<file path="src/rtl/axis_packet_gen_if.sv">
// axis_packet_gen_if: command and packet stream signals; master is the generator side, slave the environment side
interface axis_packet_gen_if #(
  parameter int DATA_WIDTH = 32
);
  logic [DATA_WIDTH-1:0] axis_in_data;
  logic axis_in_valid;
  logic axis_in_ready;
  logic [DATA_WIDTH-1:0] axis_out_data;
  logic axis_out_valid;
  logic axis_out_last;
  logic axis_out_ready;
  modport master (
    input axis_in_data, axis_in_valid, axis_out_ready,
    output axis_in_ready, axis_out_data, axis_out_valid, axis_out_last
  );
  modport slave (
    output axis_in_data, axis_in_valid, axis_out_ready,
    input axis_in_ready, axis_out_data, axis_out_valid, axis_out_last
  );
endinterface

</file>
<file path="src/rtl/axis_packet_gen.sv">
// axis_packet_gen: expands a {base,length} command into an AXI-Stream packet of STEP-spaced words
module axis_packet_gen #(
  parameter int DATA_WIDTH = 32,
  parameter int LEN_WIDTH = 16,
  parameter int unsigned STEP = 1
) (
  input logic clk,
  input logic rst,
  axis_packet_gen_if.master axis
);
  typedef enum logic {IDLE, SEND} state_t;
  state_t state_q, state_d;
  logic [DATA_WIDTH-1:0] data_q, data_d;
  logic [LEN_WIDTH-1:0] rem_q, rem_d, len;
  logic valid_q, valid_d, last_q, last_d, in_ready_q, in_ready_d;
  logic take, adv, step, done;
  always_comb begin
    len = axis.axis_in_data[LEN_WIDTH-1:0];
    take = state_q == IDLE && axis.axis_in_valid && in_ready_q && len != '0;
    adv = state_q == SEND && axis.axis_out_ready;
    step = adv && !last_q;
    done = adv && last_q;
    state_d = take ? SEND : done ? IDLE : state_q;
    data_d = take ? DATA_WIDTH'(axis.axis_in_data[DATA_WIDTH-1:LEN_WIDTH])
           : step ? data_q + DATA_WIDTH'(STEP) : data_q;
    rem_d = take ? len - LEN_WIDTH'(1) : step ? rem_q - LEN_WIDTH'(1) : rem_q;
    valid_d = take || (valid_q && !done);
    last_d = take ? len == LEN_WIDTH'(1) : step ? rem_q == LEN_WIDTH'(1) : done ? 1'b0 : last_q;
    in_ready_d = state_d == IDLE;
  end
  always_ff @(posedge clk)
    if (!rst) begin
      state_q <= IDLE;
      data_q <= '0;
      rem_q <= '0;
      valid_q <= 1'b0;
      last_q <= 1'b0;
      in_ready_q <= 1'b0;
    end else begin
      state_q <= state_d;
      data_q <= data_d;
      rem_q <= rem_d;
      valid_q <= valid_d;
      last_q <= last_d;
      in_ready_q <= in_ready_d;
    end
  assign axis.axis_in_ready = in_ready_q;
  assign axis.axis_out_data = data_q;
  assign axis.axis_out_valid = valid_q;
  assign axis.axis_out_last = last_q;
endmodule

</file>
<file path="src/flat_wrapper.sv">
// flat-port wrapper written by rule: the top's interface ports become plain ports
module axis_packet_gen_flat 
#(
  parameter int DATA_WIDTH = 32,
  parameter int LEN_WIDTH = 16,
  parameter int unsigned STEP = 1
)
  (clk, rst, axis_axis_in_data, axis_axis_in_valid, axis_axis_out_ready, axis_axis_in_ready, axis_axis_out_data, axis_axis_out_valid, axis_axis_out_last);
  axis_packet_gen_if #(.DATA_WIDTH(DATA_WIDTH)) axis_i ();
  input logic clk;
  input logic rst;
  input wire logic [$bits(axis_i.axis_in_data)-1:0] axis_axis_in_data;
  input wire logic [$bits(axis_i.axis_in_valid)-1:0] axis_axis_in_valid;
  input wire logic [$bits(axis_i.axis_out_ready)-1:0] axis_axis_out_ready;
  output wire logic [$bits(axis_i.axis_in_ready)-1:0] axis_axis_in_ready;
  output wire logic [$bits(axis_i.axis_out_data)-1:0] axis_axis_out_data;
  output wire logic [$bits(axis_i.axis_out_valid)-1:0] axis_axis_out_valid;
  output wire logic [$bits(axis_i.axis_out_last)-1:0] axis_axis_out_last;
  assign axis_i.axis_in_data = axis_axis_in_data;
  assign axis_i.axis_in_valid = axis_axis_in_valid;
  assign axis_i.axis_out_ready = axis_axis_out_ready;
  assign axis_axis_in_ready = axis_i.axis_in_ready;
  assign axis_axis_out_data = axis_i.axis_out_data;
  assign axis_axis_out_valid = axis_i.axis_out_valid;
  assign axis_axis_out_last = axis_i.axis_out_last;
  axis_packet_gen #(.DATA_WIDTH(DATA_WIDTH), .LEN_WIDTH(LEN_WIDTH), .STEP(STEP)) u_core (.clk(clk), .rst(rst), .axis(axis_i));
endmodule
</file>
<file path="config.mk">
export PLATFORM = sky130hd
export DESIGN_NAME = axis_packet_gen_flat
export DESIGN_NICKNAME = d
export VERILOG_FILES = /design/src/rtl/axis_packet_gen_if.sv /design/src/rtl/axis_packet_gen.sv /design/src/flat_wrapper.sv
export SDC_FILE = /design/constraint.sdc
export NUM_CORES = 1
export LEC_CHECK = 0
export CAP_MARGIN = 10
export CELL_PAD_IN_SITES_DETAIL_PLACEMENT = 2
export CELL_PAD_IN_SITES_GLOBAL_PLACEMENT = 2
export CORE_MARGIN = 1
export CORE_UTILIZATION = 31
export CTS_BUF_LIST = sky130_fd_sc_hd__clkbuf_16
export DETAILED_ROUTE_END_ITERATION = 12
export PLACE_DENSITY_LB_ADDON = 0.1
export SLEW_MARGIN = 0
export SYNTH_ARGS = -nofsm -noshare
export SYNTH_HDL_FRONTEND = slang
export SYNTH_SLANG_ARGS = --single-unit
</file>
<file path="constraint.sdc">
create_clock -name clk -period 4.4 [get_ports clk]
set_input_delay 1.32 -clock clk [delete_from_list [all_inputs] [get_ports clk]]
set_output_delay 1.32 -clock clk [all_outputs]
set_load 0.01 [all_outputs]
</file>
# Word-level counts from Yosys, hierarchy flattened
# Cells that the tools add are included.
# Widths: inputs -> output; s select.
# classes
add_sub_neg	3
eq_ne	2
muxes	9
bitwise	3
reduce_logical	14
# ops
operator	n
$mux 16	4
$add 32x1->32 const B	1
$eq 16x1->1 const B	2
$sub 16x1->16 const B	2
$reduce_bool 16->1	1
$logic_and 1x1->1	7
$mux 1	5
$not 1->1	3
$reduce_bool 3->1	1
$logic_not 1->1	2
$reduce_bool 2->1	1
$reduce_or 2->1	1
$logic_or 1x1->1	1
# word_totals
ff_bits	52

# Longest topological paths before layout
# depth
depth_word	6
ltp_mapped	9
depth_no_buf	7

# Worst setup path after synthesis
# OpenSTA, ideal clock, no wires.
# synth_path
kind	input to register
start	input port axis_axis_in_data[2]
end	register u_core.data_q[6] (netlist: u_core.axis.axis_out_data[6])
setup_ps	126
arrival_time_ps	2667
required_ps	4274
path_slack_ps	1607
path_stages	8
path_buffers	3
cell_sequence	clkbuf_1 -> nor4b_1 -> nand4_1 -> and2_1 -> buf_2 -> buf_2 -> a32oi_1 -> a21boi_0
# synth_via
elab_chain_len	3
# synth_rtl
item	line_no	source
from (decl)	flat_wrapper.sv:12	input wire logic [$bits(axis_i.axis_in_data)-1:0] axis_axis_in_data;
$reduce_bool 16->1 *	axis_packet_gen.sv:19	take = state_q == IDLE && axis.axis_in_valid && in_ready_q && len != '0;
$logic_and 1x1->1 *	axis_packet_gen.sv:19	
$mux 16 / $reduce_bool 2->1 (equally long branches)	-	
to (signal assigned)	axis_packet_gen.sv:41	data_q <= data_d;
to (decl)	axis_packet_gen.sv:13	logic [DATA_WIDTH-1:0] data_q, data_d;
# Every way passes the cells marked *; elsewhere a longest branch is shown, timed or not.
# A chain may end at the register's enable or synchronous reset.

# Worst setup path after layout
# layout_path
start	input port axis_axis_in_data[0]
end	register u_core.data_q[7] (netlist: u_core.axis.axis_out_data[7])
# The elaborated chain is that of the path after synthesis.

==> out/qor.txt <==
CTS tree -> built
Status -> completed
Final WL -> 9850 um
RSZ-0062 raised after global routing -> false
Max cap viols -> 0
# hold bufs at CTS -> 0
Synth top area share -> 34.3%
Crit share post-route -> 76.7%
Cells after Synth -> 376
Die Y-Extent -> 101 um
CP arrival -> 3.56 ns
Clock transition at path regs -> 0.07 ns
Input/output buffers -> 70
Setup_tns -> 0 ns
CORE AREA -> 0.00937 sq mm
Via-to-Cell Ratio -> 5.29
Initial antenna violation count -> 0
GRT met2 Usage -> 39.5%
Area of the die -> 0.0102 sq mm
Post-Place Setup Slack -> 0.661 ns
Number of inserted diodes -> 0
Crit path time final -> 3.38 ns
IO Pins -> 71
Syn nets -> 418
Synth cell types -> 52
CTS Root Cell -> clkbuf_16
Global-route wire length before repair -> 15900 um
Number of flops mapped to enable cells by yosys -> 0
Net count reported at finish -> 482
Worst Path Max Fanout -> 18
Combinational family with the most area after synthesis -> simple AND/OR/NAND/NOR gates
GR met1 Demand/Resource -> 23.2%
Initial Util -> 32.4%
Die width -> 101 um
CP max-delay cell -> and2_1
Non-Filler Instances -> 570
Initial DRC Count -> 79
M3 GR Usage -> 2.43%
Hold WC Path Type -> reg -> reg
Gr busiest metal -> met2
Worst Tran Pin Value -> 0.756 ns
Cell Rows -> 35
Gr ovfl total -> 0
Ratio of cells with drive above 1 in the final layout -> 5.67%
Area growth, synth to finish -> 34.2%
DPL Wire Length -> 7410 um
Sequential element share of the synthesized area -> 34.3%
Worst skew pair latency -> 0.29 ns
Cell family with most CP delay -> simple AND/OR/NAND/NOR gates
Data required, critical path -> 4.59 ns
Buf/Inv on CP -> 2
Vias -> 3018
Placed insts -> 562
#FFs+latches synth -> 52
Asr flop ratio synth -> 0%
Average size of a mapped cell -> 8.08 sq um
CP cell instances -> clkdlybuf4s50_1 -> inv_1 -> ha_1 -> nor4b_1 -> nand4_1 -> and2_1 -> nor2_1 -> o31a_1
Total number of yosys warnings -> 0
Synth Area in Compound Gates -> 16.8%
GRT Total Usage -> 20.2%
Max VDD drop -> 0.176 mV
Static Leakage -> 1.38 nW
Synth Area in XOR/XNOR -> 11.8%
Post-Synth Adder-Cell Area -> 2.47%
Critical path class -> in -> reg
Routed WL per cell -> 17.3 um
Final Max Slew Viols -> 0
CP max stage delay -> 0.66 ns
Simple-Gate Fraction of Synth Area -> 30.7%
Worst setup EP type -> flip-flop
Synth area leaders -> dfxtp_1 (34%), xnor2_1 (9.5%), nor2_1 (5.1%)
Fmax -> 296 MHz
Number of routed nets with antenna violations -> 0
Setup violations, final -> 0
Netlist Area Pre-Place -> 0.00304 sq mm
DRC -> 0
H-tree depth -> 2
Leading area contributor after synthesis -> dfxtp_1
Total chip power -> 1.32 mW
Worst Skew -> 0.00767 ns
Post-CTS sizing -> 0
Synth cell count leaders -> dfxtp_1 (52), nor2_1 (41), xnor2_1 (33), nand2_1 (29)
Most frequent cell after synthesis -> dfxtp_1
Post-CTS setup buffer count -> 0
Largest net degree at the start of global routing -> 38
Final WS setup -> 1.02 ns
CP startpoint kind -> primary input
Final RePlAce weighted congestion -> 0.744
Post-synthesis mux area share -> 0%
Dominant synthesized flop cell -> dfxtp_1
Hold Fails Final Rpt -> 0
CTS Buf Count -> 5
Vias in the first global route -> 3183
Relative slew slack -> 49.6%
Max Root-Sink Buffers -> 2
Drt first pass iters -> 4
Clock Sinks -> 52
Pwr/cell area -> 325 mW/mm^2
metal layers:
metal | share of wire [%] | up-vias
li1 | - | 1480
met2 | 53 | 53
met5 | 0 | -
met1 | 44 | 1478
met4 | 0.80 | 0
met3 | 2.3 | 7
placed cells by master (no fill, tap or decap), types with 6 or more instances in the layout:
cell type        count
nor2_1              41
dfxtp_1             52
nor4_1              15
o21ai_0             20
or3_1                6
xnor2_1             33
xor2_1               8
inv_1               11
clkdlybuf4s50_1     70
a21boi_0            11
nand2_1             29
nor3_1              19
a21oi_1             20
and3_1               7
nand3_1             14
ha_1                 6
nand4_1              9
sequential cells by signal (all words and copies together) (netlist names):
name	count
u_core.axis.axis_out_data	32
u_core.rem_q	16
u_core.axis.axis_in_ready	1
u_core.axis.axis_out_last	1
u_core.axis.axis_out_valid	1
u_core.state_q	1
worst reg2reg max path, cell delays in order (launching register included):
cell     delay, ns
dfxtp_1       0.42
ha_1          0.24
and2_1        0.23
nand4_1       0.50
nor4_1        0.54
xnor2_1       0.17
nor2_1        0.05
stage by stage:
stage | cell area, sq um | hold WS (ns) | util (%)
6_report | 4080 | 0.484 | 43.5
3_3_place_gp | 3860 | 0.466 | 41.2
5_1_grt | 4080 | 0.528 | 43.5
4_1_cts | 4080 | 0.492 | 43.5
2_1_floorplan | 3040 | 0.451 | -
3_5_place_dp | 3860 | 0.482 | 41.2
worst paths after layout:
path                                startpoint                       endpoint  slack (ns)  depth (start not counted)
setup / recovery          axis_axis_in_data[0]   u_core.axis.axis_out_data[7]        1.02                          8
hold / removal                 u_core.rem_q[8]                u_core.rem_q[8]        0.48                          2
setup reg to reg  u_core.axis.axis_out_data[0]  u_core.axis.axis_out_data[24]        2.13                          6
hold reg to reg                u_core.rem_q[8]                u_core.rem_q[8]        0.48                          2
logic make-up (layout without fill, tap and decap cells):
group                    count (synthesis)  count (layout)
AND/OR/NAND/NOR                        170             170
AO/OA/AOI/OAI                           78              78
flip-flops                              52              52
XOR/XNOR                                41              41
buffers and inverters                   29              94
adder cells (fa/ha/maj)                  6               6
final cells by class:
class | instances | area [sq um]
clock buffers | 5 | 125
clock inverters | 3 | 90.1
fillers | 1077 | 5300
inverters | 11 | 41.3
multi-input cells | 295 | 1880
flip-flops and latches | 52 | 1040
well taps | 129 | 161
repair buffers | 75 | 738
report_power, final:
part / total [mW] / leakage [nW] / switching, mW / internal (mW)
logic: 0.226 / 0.854 / 0.118 / 0.108
clock network: 0.569 / 0.104 / 0.185 / 0.384
registers: 0.529 / 0.424 / 0.0312 / 0.498
total: 1.32 / 1.38 / 0.334 / 0.989
(Power assumes the default switching activity.)
